`config.mk`:
```
export PLATFORM = sky130hd
export DESIGN_NAME = irq_arbiter
export DESIGN_NICKNAME = d
export VERILOG_FILES = /design/src/rtl/irq_pkg.sv /design/src/rtl/irq_prio_enc.sv /design/src/rtl/irq_arbiter.sv
export SDC_FILE = /design/constraint.sdc
export NUM_CORES = 1
export LEC_CHECK = 0
export CORE_UTILIZATION = 30
export CTS_CLUSTER_DIAMETER = 200
export DETAILED_ROUTE_END_ITERATION = 7
export GPL_TIMING_DRIVEN = 1
export PLACE_DENSITY = 0.76
export SYNTH_ARGS = -nofsm -noshare
export SYNTH_HDL_FRONTEND = slang
export SYNTH_SLANG_ARGS = --single-unit
```
`constraint.sdc`:
```
create_clock -name clk -period 1.2 [get_ports clk]
set_input_delay 0.18 -clock clk [delete_from_list [all_inputs] [get_ports clk]]
set_output_delay 0.18 -clock clk [all_outputs]
set_load 0.1 [all_outputs]
```
`src/rtl/irq_pkg.sv`:
```
// irq_pkg: shared types and defaults for the interrupt arbiter.
//   irq_state_e : arbiter FSM states (IDLE, REQ, EXEC, HOLD)
//   N_SRC_DEF   : default number of interrupt sources
//   VEC_W_DEF   : default vector-number width
//   vec_num()   : maps a granted source index to its vector number
package irq_pkg;

  localparam int N_SRC_DEF = 8;
  localparam int VEC_W_DEF = 6;

  typedef enum logic [1:0] {
    IDLE = 2'd0,
    REQ  = 2'd1,
    EXEC = 2'd2,
    HOLD = 2'd3
  } irq_state_e;

  // Vector 0 is the reset vector, so source i uses vector i+1.
  function automatic int vec_num(input int idx);
    return idx + 1;
  endfunction

endpackage

```
`src/rtl/irq_prio_enc.sv`:
```
// irq_prio_enc: combinational lowest-index priority encoder.
//   req_i   [N-1:0]     : request bits, bit 0 has highest priority
//   found_o             : at least one request bit set
//   idx_o   [IDX_W-1:0] : index of the lowest set bit (0 when none)
module irq_prio_enc #(
  parameter int N     = 8,
  parameter int IDX_W = 3
) (
  input  logic [N-1:0]     req_i,
  output logic             found_o,
  output logic [IDX_W-1:0] idx_o
);

  // Scan high to low so the last hit (lowest index) wins.
  always_comb begin
    found_o = 1'b0;
    idx_o   = '0;
    for (int i = N - 1; i >= 0; i--) begin
      if (req_i[i]) begin
        found_o = 1'b1;
        idx_o   = IDX_W'(i);
      end
    end
  end

endmodule

```
`src/rtl/irq_arbiter.sv`:
```
// irq_arbiter: fixed-priority interrupt arbiter between peripherals and CPU.
// Collects level requests, gates them with the global I-bit and the source
// mask, presents one registered vector to the CPU and returns a one-cycle
// executed pulse to the granted source on acknowledge.
//
// Ports:
//   clk, rst           : clock, synchronous active-high reset
//   src_req  [N_SRC]   : level interrupt requests from peripherals
//   src_exec [N_SRC]   : one-hot executed pulse back to the granted peripheral
//   sreg_i             : global interrupt enable (SREG I-bit)
//   irq_valid          : interrupt pending toward the CPU
//   irq_vector [VEC_W] : granted index + 1, held outside REQ
//   cpu_ack            : CPU accepts the presented vector (ignored outside REQ)
//   addr/write/read/wdata/rdata : I/O bus for the mask register
//
// Build option: IRQ_MASK_REG_EN adds a bus-accessible source mask register at
// MASK_ADDR. Without it the mask is all-ones, bus inputs are ignored and
// rdata is 0.
module irq_arbiter
  import irq_pkg::*;
#(
  parameter int         N_SRC     = N_SRC_DEF,
  parameter int         VEC_W     = VEC_W_DEF,
  parameter logic [7:0] MASK_ADDR = 8'hF0
) (
  input  logic             clk,
  input  logic             rst,
  input  logic [N_SRC-1:0] src_req,
  output logic [N_SRC-1:0] src_exec,
  input  logic             sreg_i,
  output logic             irq_valid,
  output logic [VEC_W-1:0] irq_vector,
  input  logic             cpu_ack,
  input  logic [7:0]       addr,
  input  logic             write,
  input  logic             read,
  input  logic [7:0]       wdata,
  output logic [7:0]       rdata
);

  localparam int IDX_W = (N_SRC > 1) ? $clog2(N_SRC) : 1;

  irq_state_e       state_q, state_d;
  logic [IDX_W-1:0] idx_q, idx_d;
  logic [VEC_W-1:0] vec_q, vec_d;
  logic [N_SRC-1:0] mask;
  logic             win_found;
  logic [IDX_W-1:0] win_idx;

  // ---------------------------------------------------------------------------
  // Source mask
  // ---------------------------------------------------------------------------
`ifdef IRQ_MASK_REG_EN
  logic [N_SRC-1:0] mask_q, mask_d;

  always_comb begin
    mask_d = mask_q;
    if (write && addr == MASK_ADDR) mask_d = wdata[N_SRC-1:0];
  end

  always_ff @(posedge clk) begin
    if (rst) mask_q <= '1;
    else     mask_q <= mask_d;
  end

  assign mask = mask_q;

  // Bits above N_SRC read back as zero.
  always_comb begin
    rdata = '0;
    if (read && addr == MASK_ADDR) rdata[N_SRC-1:0] = mask_q;
  end
`else
  logic unused_bus;
  assign unused_bus = ^{addr, write, read, wdata};
  assign mask       = '1;
  assign rdata      = '0;
`endif

  // ---------------------------------------------------------------------------
  // Arbitration
  // ---------------------------------------------------------------------------
  irq_prio_enc #(
    .N     (N_SRC),
    .IDX_W (IDX_W)
  ) u_prio (
    .req_i   (src_req & mask),
    .found_o (win_found),
    .idx_o   (win_idx)
  );

  always_comb begin
    state_d = state_q;
    idx_d   = idx_q;
    vec_d   = vec_q;
    case (state_q)
      IDLE: begin
        if (sreg_i && win_found) begin
          idx_d   = win_idx;
          vec_d   = VEC_W'(vec_num(int'(win_idx)));
          state_d = REQ;
        end
      end
      REQ: begin
        // Ack has priority over a simultaneous withdraw. A newly arriving
        // higher-priority source is not looked at here: no preemption.
        if (cpu_ack)
          state_d = EXEC;
        else if (!sreg_i || !src_req[idx_q] || !mask[idx_q])
          state_d = IDLE;
      end
      EXEC:    state_d = HOLD;
      // One dead cycle lets the peripheral's registered request fall.
      HOLD:    state_d = IDLE;
      default: state_d = IDLE;
    endcase
  end

  always_ff @(posedge clk) begin
    if (rst) begin
      state_q <= IDLE;
      idx_q   <= '0;
      vec_q   <= '0;
    end else begin
      state_q <= state_d;
      idx_q   <= idx_d;
      vec_q   <= vec_d;
    end
  end

  // Outputs decode registered state only, so reset kills any EXEC pulse on
  // the very next edge.
  assign irq_valid  = (state_q == REQ);
  assign irq_vector = vec_q;
  assign src_exec   = (state_q == EXEC) ? (N_SRC'(1) << idx_q) : '0;

endmodule

```
# == Word-level counts from Yosys, hierarchy flattened ==
# Memory sizes are Yosys's and may differ from the RTL's. A register that Yosys moved wholly into a read port is not among the register bits.
# Index checks and enable logic that the tools add are counted.
# word_totals
n_memories,1
word_cells,47
romBits,8
out_inout_bits,23
reg_bits,11
in_bits,30
# mem_list
memory,words,word_bits,read_ports,rd_clocked_by_memory_dff,wr,line,text
(name not given),8,1,1,1,0,irq_arbiter.sv:109,else if (!sreg_i || !src_req[idx_q] || !mask[idx_q])
# op_classes
reduce_logical,9
muxes,26
eq_ne,5
n_lt_le_gt_ge,1
shift,1
addsub,1
# ops
cell,n
two-way mux 3 bit,10
two-way mux 1 bit,10
two-way mux 8 bit,1
case mux 2 bit (4 select lines),1
"<< shifter 1 x 3 -> 8 bit, first input constant",1
two-way mux 2 bit,3
"adder 3 x 1 -> 4 bit, second input constant",1
"equality test 2 bit, second input constant",2
"less-than comparator 3 x 4 -> 1 bit, second input constant",1
AND reduction 2 bit,2
binary-select mux 1 bit (select 3 bit),1
zero test 1 bit,3
"inequality test 3 x 1 -> 1 bit, second input constant",1
"equality test 2 x 1 -> 1 bit, second input constant",1
zero test 2 bit,1
logical OR 1 bit,2
"inequality test 2 bit, second input constant",1
logical AND 1 bit,1

# == Longest topological paths before layout ==
# Gate-level depths: netlist of the first run.
# logic_depth
depth_word,12
depth_mapped,6
ltp_nobuf,6

# == Modules after synthesis ==
# A second synthesis of the first run with hierarchy kept.
# unflattened
cells_unflattened,89
hier_area_um2,720.7
# modules_own_cells
module,seq_area_each_um2,cells_per_inst,n_inst,area_each_um2
irq_arbiter,180.2,76,1,640.6
irq_prio_enc,0.0,13,1,80.1

# == Worst setup path before layout of the first run ==
# OpenSTA, ideal clock, no wires.
# synth_path
path_kind,reg-to-output
start,reg (tool-made name)
end,out src_exec[0]
t_arrival_ns,2.682
required_time_ns,1.020
n_path_buf,0
stages_incl_launch_ff,4
setup_slack_ns,-1.662
path_cell_list,dfxtp_1 -> nor2b_1 -> nand2b_1 -> nor3_1
# synth_lines
item,line,text
"end, declared",irq_arbiter.sv:29,"output logic [N_SRC-1:0] src_exec,"

# == Worst setup path in the final report of the first run ==
# layout_path
start,reg state_q[0]
end,out src_exec[7]
# layout_between
elab_chain_len,2
# layout_rtl
item,line,text
"start, declared",irq_arbiter.sv:43,"irq_state_e state_q, state_d;"
"start signal, assigned",irq_arbiter.sv:125,state_q <= state_d;
equality test 2 bit,irq_arbiter.sv:135,assign src_exec = (state_q == EXEC) ? (N_SRC'(1) << idx_q) : '0;
two-way mux 8 bit,irq_arbiter.sv:135,
# No other way between the ends.

==> run summary, run 1 <==
Synthesized cell area - 692 sq um
Starting Density - 0.316
Avg Vias per Cell - 5.06
Fraction of layout cells with a size suffix above 1 - 0.605
Drt first pass iters - 4
RSZ-0062 raised after global routing - true
Placed cell area - 1310 sq um
Seq/Total Area, Yosys - 0.260
Final hold vios - 0
Clock sink total - 9
Post-synthesis register bit count - 9
Period utilization - 1.29
Post-detailed-route count of antenna-violating nets - 0
Longest Clk Path Bufs - 2
Fraction of registers with async set/reset - 0
Syn Inst Count - 83
Setup CP Type - flop to primary output
Number of global-route vias before repair - 803
H-tree levels - 1
CTS clk-pin slew, worst paths - 0.06 ns
Setup crit end - src_exec[7]
Initial drt markers - 8
Cell area after layout - 1440 sq um
CP required - 1.02 ns
Endpoints failing setup - 17
Die area - 2500 sq um
Final Worst Setup Slack - -0.346 ns
Core Region - 2190 sq um
Final GP Congestion - 0.917
Clock Skew - 0.00872 ns
Area taken by multi-input logic gates - 633 sq um
Synth Flop Type - dfxtp_1
Die width - 50.0 microns
Row count - 17
Count of pins over their slew limit - 0
Maximum VDD drop - 0.774 mV
Power per cell area - 805 nW/um^2
HP Class - flop to flop
Post-CTS Hold Fix Bufs - 0
Pre-CTS setup slack - -0.673 ns
Most frequent cells in the layout - buf_4 (16), buf_12 (15), conb_1 (10)
Avg WL per Cell - 15.8 microns
Reg2Reg Depth - 6
Max cap viols - 0
Failing checks - negative setup slack
Residual DRC count - 0
Area grow syn2layout - 108%
Initial antenna violation count - 0
Cell variety after synth - 34
PortBufs - 24
Worst R2R End - irq_vector[0]$_SDFFE_PP0P_
Status - finished with violations
Vias - 795
Post-DP HPWL - 1.72 mm
N_diodes - 0
Io pins - 53
Worst skew pair latency - 0.27 ns
Layout Cells excl Fill - 157
Avg Cell Area, Syn - 8.34 sq um
Most common cell after layout, fill and taps aside - buf_4
GRT Residual Overflow - 0
Area occupied by registers - 190 sq um
Setup crit end kind - primary output
R2r setup slk - -0.27 ns
Leak - 0.568 nW
Ys Warns - 0
Die Y - 50.0 microns
CTS Buf Count - 3
Drt total wl - 2.47 mm
Nets@finish - 161
Largest net degree at the start of global routing - 10
Post-placement cell count - 146
WHS - 0.505 ns
Crit path max fanout - 4
CP Launch Type - flop
Tmin final - 1.55 ns
First-pass GRT wire length - 3.90 mm
Total Routing Usage GR - 0.221
FMAX - 0.647 GHz
Util after Layout - 0.658
Post-synth EDFFs - 0
Critical Path AT - 1.37 ns
Root Driver - clkbuf_4
Fill count - 166
Worst Setup SP - state_q[0]$_SDFFE_PP0P_
CTS tree - built
-- synth_stat cells (all sizes together) (2+ instances only) --
library cell | number | area [sq um]
dfxtp | 9 | 180
nor2b | 2 | 12.5
nor2 | 13 | 48.8
mux4 | 2 | 48.8
nand2 | 7 | 26.3
nor4 | 2 | 33.8
mux2i | 2 | 20.0
a21oi | 6 | 30.0
nor3 | 5 | 25.0
and2b | 3 | 25.0
buf | 11 | 78.8
nand2b | 3 | 18.8
-- area by class of cell --
| cell class | instances | share of cell area |
|---|---|---|
| sequential | 9 | 0.132 |
| tap | 28 | 0.0243 |
| inverter | 1 | 0.00260 |
| timing repair buffer | 45 | 0.384 |
| multi-input combinational | 70 | 0.439 |
| clock buffer | 4 | 0.0182 |
-- logic make-up (layout without fill, tap and decap cells) --
family / after synthesis / in the layout / synth area share
xor+xnor: 1 / 1 / 0.0127
simple gates: 38 / 38 / 0.309
compound gates: 16 / 16 / 0.170
other cells: 1 / 10 / 0.00542
flops: 9 / 9 / 0.260
buf+inv: 13 / 50 / 0.125
fa+ha+maj: 1 / 1 / 0.0181
mux: 4 / 4 / 0.0995
-- worst max-delay path, cell delays in order (launching register included) --
cell and delay, ns:
dfxtp_2 0.36, nor2b_4 0.20, nand2_4 0.10, buf_4 0.15, nor2_4 0.10, buf_12 0.18
-- report_power, final --
group          total [mW]  switching [mW]  internal (mW)
Clock               0.234           0.106          0.128
Combinational       0.581           0.379          0.203
Sequential          0.346          0.0250          0.321
Total                1.16           0.510          0.651
-- metrics by stage --
step | setup TNS, ns | power (mW)
final | -4.50 | 1.16
after floorplan | -1.78 | 0.730
after global routing | -5.48 | 1.21
after CTS | -4.49 | 1.14
after detailed placement | -5.15 | 0.883
after global placement | -4.58 | 0.874
-- timing repair --
item	in CTS	in global routing
endpoints found under the setup margin	17	18
pin swaps	6	6
buffers inserted	6	2
gates resized for setup	19	6
-- routing by layer --
metal | global-route usage | vias up | part of all wire
li1 | - | 363 | -
met1 | 0.248 | 374 | 0.40
met2 | 0.364 | 50 | 0.50
met3 | 0.0370 | 8 | 0.068
met4 | 0.171 | 0 | 0.029
met5 | 0 | - | 0
-- how the worst min path moves through the flow --
| stage | from | end | slack (ns) | cells after the start |
|---|---|---|---|---|
| CTS | irq_vector[3]$_SDFFE_PP0P_ | irq_vector[3]$_SDFFE_PP0P_ | 0.49 | 2 |
| finish | irq_vector[3]$_SDFFE_PP0P_ | irq_vector[3]$_SDFFE_PP0P_ | 0.51 | 2 |
| floorplan | cpu_ack | flop | 0.32 | 2 |
| global route | irq_vector[1]$_SDFFE_PP0P_ | irq_vector[1]$_SDFFE_PP0P_ | 0.54 | 2 |
| detailed placement | irq_vector[3]$_SDFFE_PP0P_ | irq_vector[3]$_SDFFE_PP0P_ | 0.48 | 2 |
| global placement | irq_vector[3]$_SDFFE_PP0P_ | irq_vector[3]$_SDFFE_PP0P_ | 0.48 | 2 |
Power figures use the tool's default switching activity.
==> run 2, diff against run 1 <==
--- a/config.mk
+++ b/config.mk
@@ -5,6 +5,7 @@
 export SDC_FILE = /design/constraint.sdc
 export NUM_CORES = 1
 export LEC_CHECK = 0
+export CORE_ASPECT_RATIO = 0.7
 export CORE_UTILIZATION = 30
 export CTS_CLUSTER_DIAMETER = 200
 export DETAILED_ROUTE_END_ITERATION = 7
==> constraint.sdc (replaced) <==
create_clock -name clk -period 1.3 [get_ports clk]
set_input_delay 0.195 -clock clk [delete_from_list [all_inputs] [get_ports clk]]
set_output_delay 0.195 -clock clk [all_outputs]
set_load 0.1 [all_outputs]
==> run summary, run 2 (synthesized netlist as in run 1, its figures left out) <==
Starting Density - 0.321
Row count - 14
Drt first pass iters - 4
RSZ-0062 raised after global routing - true
Logic gate share of total power - 0.505
Longest Clk Path Bufs - 2
Final Worst Setup Slack - -0.317 ns
Hold path cells - 4
Critical Path AT - 1.42 ns
WHS - 0.496 ns
Area taken by multi-input logic gates - 657 sq um
Period utilization - 1.24
Failing checks - negative setup slack
CTS tree - built
Die area - 2510 sq um
Most common cell after layout, fill and taps aside - buf_4
FMAX - 0.618 GHz
Total power - 1.10 mW
Status - finished with violations
Sw Ratio - 0.439
Initial drt markers - 21
Leak - 0.598 nW
Power per cell area - 730 nW/um^2
Internal - 0.620 mW
Fill count - 164
Worst Hold Path EP - idx_q[1]$_SDFFE_PP0P_
Initial antenna violation count - 0
Worst R2R End - irq_vector[3]$_SDFFE_PP0P_
CTS Buf Count - 3
CTS clk-pin slew, worst paths - 0.07 ns
Io pins - 53
Total Routing Usage GR - 0.189
Die width - 59.4 microns
Clock sink total - 9
Tmin final - 1.62 ns
CP required - 1.11 ns
Residual DRC count - 0
Switch Pwr - 0.484 mW
Area grow syn2layout - 119%
N_diodes - 0
Post-DP HPWL - 1.62 mm
PortBufs - 24
Most frequent cells in the layout - buf_4 (20), buf_12 (15), conb_1 (10)
Worst Setup SP - state_q[0]$_SDFFE_PP0P_
Setup TNS - -3.77 ns
Avg WL per Cell - 13.6 microns
Reg2reg start - state_q[0]$_SDFFE_PP0P_
Final hold vios - 0
Seq pwr share - 0.290
R2r setup slk - -0.24 ns
Crit path max fanout - 3
Setup CP Type - flop to primary output
Core Region - 2150 sq um
Drt total wl - 2.27 mm
Die Y - 42.2 microns
Clock power frac - 0.205
Setup crit end kind - primary output
Maximum VDD drop - 0.443 mV
Post-detailed-route count of antenna-violating nets - 0
HP Class - input port to flop
CP Launch Type - flop
Worst skew pair latency - 0.27 ns
Max cap viols - 0
Post-CTS Hold Fix Bufs - 0
H-tree levels - 1
Largest net degree at the start of global routing - 10
Reg2Reg Depth - 6
Avg Vias per Cell - 4.72
Min-delay src - src_req[2]
GRT Residual Overflow - 0
Vias - 784
First-pass GRT wire length - 3.44 mm
Clock Skew - 0.00627 ns
Root Driver - clkbuf_4
Fraction of layout cells with a size suffix above 1 - 0.597
Nets@finish - 166
Count of pins over their slew limit - 0
Number of global-route vias before repair - 751
Endpoints failing setup - 17
Area occupied by registers - 189 sq um
Final GP Congestion - 0.819
## run 2: changes by cell type in the layout (fill, tap and decap cells not counted), sizes merged
cell / change
buf: +5
clkdlybuf4s15: +1
dlygate4sd2: -1
## run 2: power groups by stage
| stage | Clock [mW] | Sequential, mW | Combinational, mW |
|---|---|---|---|
| 2_1_floorplan | 0 | 0.379 | 0.293 |
| 3_3_place_gp | 0 | 0.323 | 0.482 |
| 3_5_place_dp | 0 | 0.324 | 0.488 |
| 4_1_cts | 0.232 | 0.318 | 0.518 |
| 5_1_grt | 0.246 | 0.323 | 0.580 |
| 6_report | 0.227 | 0.320 | 0.557 |
## run 2: metrics by stage
| step | setup slack [ns] | cell area (sq um) | instances | utilization |
|---|---|---|---|---|
| floorplan | -0.351 | 848 | 92 | - |
| global placement | -0.490 | 1310 | 151 | 0.608 |
| detailed placement | -0.535 | 1310 | 151 | 0.608 |
| CTS | -0.318 | 1440 | 163 | 0.667 |
| global route | -0.362 | 1510 | 166 | 0.702 |
| finish | -0.317 | 1510 | 166 | 0.702 |
## run 2: worst max-delay path by stage
stage	endpoint	slack, ns	depth (start not counted)
after floorplan	src_exec[4]	-0.35	3
after global placement	idx_q[0]$_SDFFE_PP0P_	-0.49	6
after detailed placement	irq_vector[2]$_SDFFE_PP0P_	-0.53	7
after CTS	src_exec[2]	-0.32	6
after global routing	src_exec[2]	-0.36	6
final	src_exec[2]	-0.32	6
## run 2: final cells by class
type	instances	area share
Clock buffer	4	0.0174
Tap cell	32	0.0265
Inverter	1	0.00248
Sequential cell	9	0.125
Multi-Input combinational cell	70	0.434
Timing Repair Buffer	50	0.395
## run 2: critical path, stage by stage (launching register included)
cell and delay (ns):
dfxtp_2 0.33, buf_6 0.12, nor2b_4 0.18, nand2b_4 0.09
buf_12 0.14, nor2_4 0.10, buf_12 0.18
## run 2: timing repair
item / 4_1_cts / 5_1_grt
gates resized for setup: 19 / 12
endpoints found under the setup margin: 16 / 17
gates cloned: 0 / 0
pin swaps: 6 / 9
buffers inserted: 8 / 3
## run 2: per-layer routing
metal	routed length, microns	part of all wire	track usage	vias up
li1	-	-	-	378
met1	942	0.42	0.234	373
met2	1200	0.53	0.333	31
met3	101	0.045	0.0370	2
met4	17	0.0075	0.0429	0
met5	0	0	0	-
==> run 3, diff against run 2 <==
--- a/config.mk
+++ b/config.mk
@@ -5,12 +5,15 @@
 export SDC_FILE = /design/constraint.sdc
 export NUM_CORES = 1
 export LEC_CHECK = 0
+export CELL_PAD_IN_SITES_DETAIL_PLACEMENT = 0
+export CELL_PAD_IN_SITES_GLOBAL_PLACEMENT = 1
 export CORE_ASPECT_RATIO = 0.7
-export CORE_UTILIZATION = 30
+export CORE_UTILIZATION = 20
 export CTS_CLUSTER_DIAMETER = 200
 export DETAILED_ROUTE_END_ITERATION = 7
 export GPL_TIMING_DRIVEN = 1
-export PLACE_DENSITY = 0.76
+export HOLD_SLACK_MARGIN = 0.15
+export PLACE_DENSITY_LB_ADDON = 0.1
 export SYNTH_ARGS = -nofsm -noshare
 export SYNTH_HDL_FRONTEND = slang
 export SYNTH_SLANG_ARGS = --single-unit
==> constraint.sdc (replaced) <==
create_clock -name clk -period 1.34 [get_ports clk]
set_input_delay 0.201 -clock clk [delete_from_list [all_inputs] [get_ports clk]]
set_output_delay 0.201 -clock clk [all_outputs]
set_load 0.1 [all_outputs]
==> run summary, run 3 (synthesized netlist as in run 1, its figures left out) <==
Number of global-route vias before repair - 684
Count of pins over their slew limit - 0
Row count - 17
Io pins - 53
Final hold vios - 0
Avg Vias per Cell - 4.20
HP Class - flop to flop
Failing checks - negative setup slack
Most frequent cells in the layout - buf_4 (24), buf_12 (13), conb_1 (10)
Die area - 3700 sq um
Fill count - 322
Avg WL per Cell - 11.7 microns
CTS Buf Count - 3
FMAX - 0.669 GHz
H-tree levels - 1
Drt first pass iters - 4
Largest net degree at the start of global routing - 10
Longest Clk Path Bufs - 2
Setup TNS - -1.29 ns
Post-DP HPWL - 1.54 mm
GRT Residual Overflow - 0
PortBufs - 24
CP required - 1.14 ns
Fraction of layout cells with a size suffix above 1 - 0.610
Power per cell area - 769 nW/um^2
Critical Path AT - 1.29 ns
Nets@finish - 168
First-pass GRT wire length - 3.24 mm
Die width - 72.3 microns
Leak - 0.599 nW
CTS tree - built
Root Driver - clkbuf_8
Crit path max fanout - 4
Residual DRC count - 0
N_diodes - 0
Die Y - 51.2 microns
Area grow syn2layout - 120%
Final Worst Setup Slack - -0.155 ns
Worst skew pair latency - 0.24 ns
Initial antenna violation count - 0
Post-CTS Hold Fix Bufs - 0
Setup CP Type - flop to primary output
Period utilization - 1.12
CTS clk-pin slew, worst paths - 0.05 ns
Initial drt markers - 28
Final GP Congestion - 0.793
RSZ-0062 raised after global routing - true
Endpoints failing setup - 15
Clock Skew - 0.00402 ns
Max cap viols - 0
Pre-CTS setup slack - -0.548 ns
Maximum VDD drop - 0.376 mV
Total Routing Usage GR - 0.120
Starting Density - 0.214
Post-detailed-route count of antenna-violating nets - 0
Layout Cells excl Fill - 183
Status - finished with violations
Core Region - 3230 sq um
Tmin final - 1.49 ns
Post-placement cell count - 168
Drt total wl - 2.15 mm
CP Launch Type - flop
Clock sink total - 9
Vias - 769
Most common cell after layout, fill and taps aside - buf_4
WHS - 0.509 ns
Setup crit end kind - primary output
## run 3: changes by cell type in the layout (fill, tap and decap cells not counted), sizes merged
cell	change
dlygate4sd2	-1
clkbuf	+1
buf	+2
## run 3: worst max-delay path, cell delays in order, from the launching register on
cell     delay (ns)
dfxtp_4        0.35
nor2b_4        0.18
nand2_4        0.10
nor3_4         0.23
buf_12         0.20
## run 3: path summary, 6_finish.rpt
| kind | start | to | slack, ns | cells past startpoint |
|---|---|---|---|---|
| max | state_q[0]$_SDFFE_PP0P_ | src_exec[4] | -0.15 | 4 |
| min | irq_vector[3]$_SDFFE_PP0P_ | irq_vector[3]$_SDFFE_PP0P_ | 0.51 | 2 |
| max reg2reg | state_q[0]$_SDFFE_PP0P_ | irq_vector[3]$_SDFFE_PP0P_ | -0.06 | 5 |
| min reg2reg | irq_vector[3]$_SDFFE_PP0P_ | irq_vector[3]$_SDFFE_PP0P_ | 0.51 | 2 |
## run 3: area by class of cell
type / count / area, sq um / share of cell area
timing repair buffer: 52 / 583 / 0.383
clock buffer: 4 / 45.0 / 0.0296
multi-input combinational: 70 / 639 / 0.420
sequential: 9 / 191 / 0.126
tap: 47 / 58.8 / 0.0387
inverter: 1 / 3.75 / 0.00247
## run 3: per-layer routing
metal | vias up | wire length [microns] | global-route usage
li1 | 378 | - | -
met3 | 2 | 168 | 0.0375
met5 | - | 0 | 0
met2 | 26 | 914 | 0.151
met1 | 363 | 1050 | 0.178
met4 | 0 | 16 | 0.0588
## run 3: where the power goes
part           internal (mW)  switching (mW)  total (mW)
Clock                  0.209           0.121       0.330
Combinational          0.196           0.337       0.532
Sequential             0.285          0.0223       0.307
Total                  0.689           0.480        1.17
## run 3: stage by stage
stage	total power [mW]	area [sq um]	utilization
after floorplan	0.648	837	-
after global placement	0.787	1310	0.404
after detailed placement	0.788	1310	0.404
after CTS	1.15	1440	0.445
after global routing	1.22	1520	0.471
final	1.17	1520	0.471
## run 3: timing repair
action,4_1_cts,5_1_grt
setup endpoints to repair,16,17
gates resized for setup,23,13
setup buffers,7,4
pin swaps,6,11
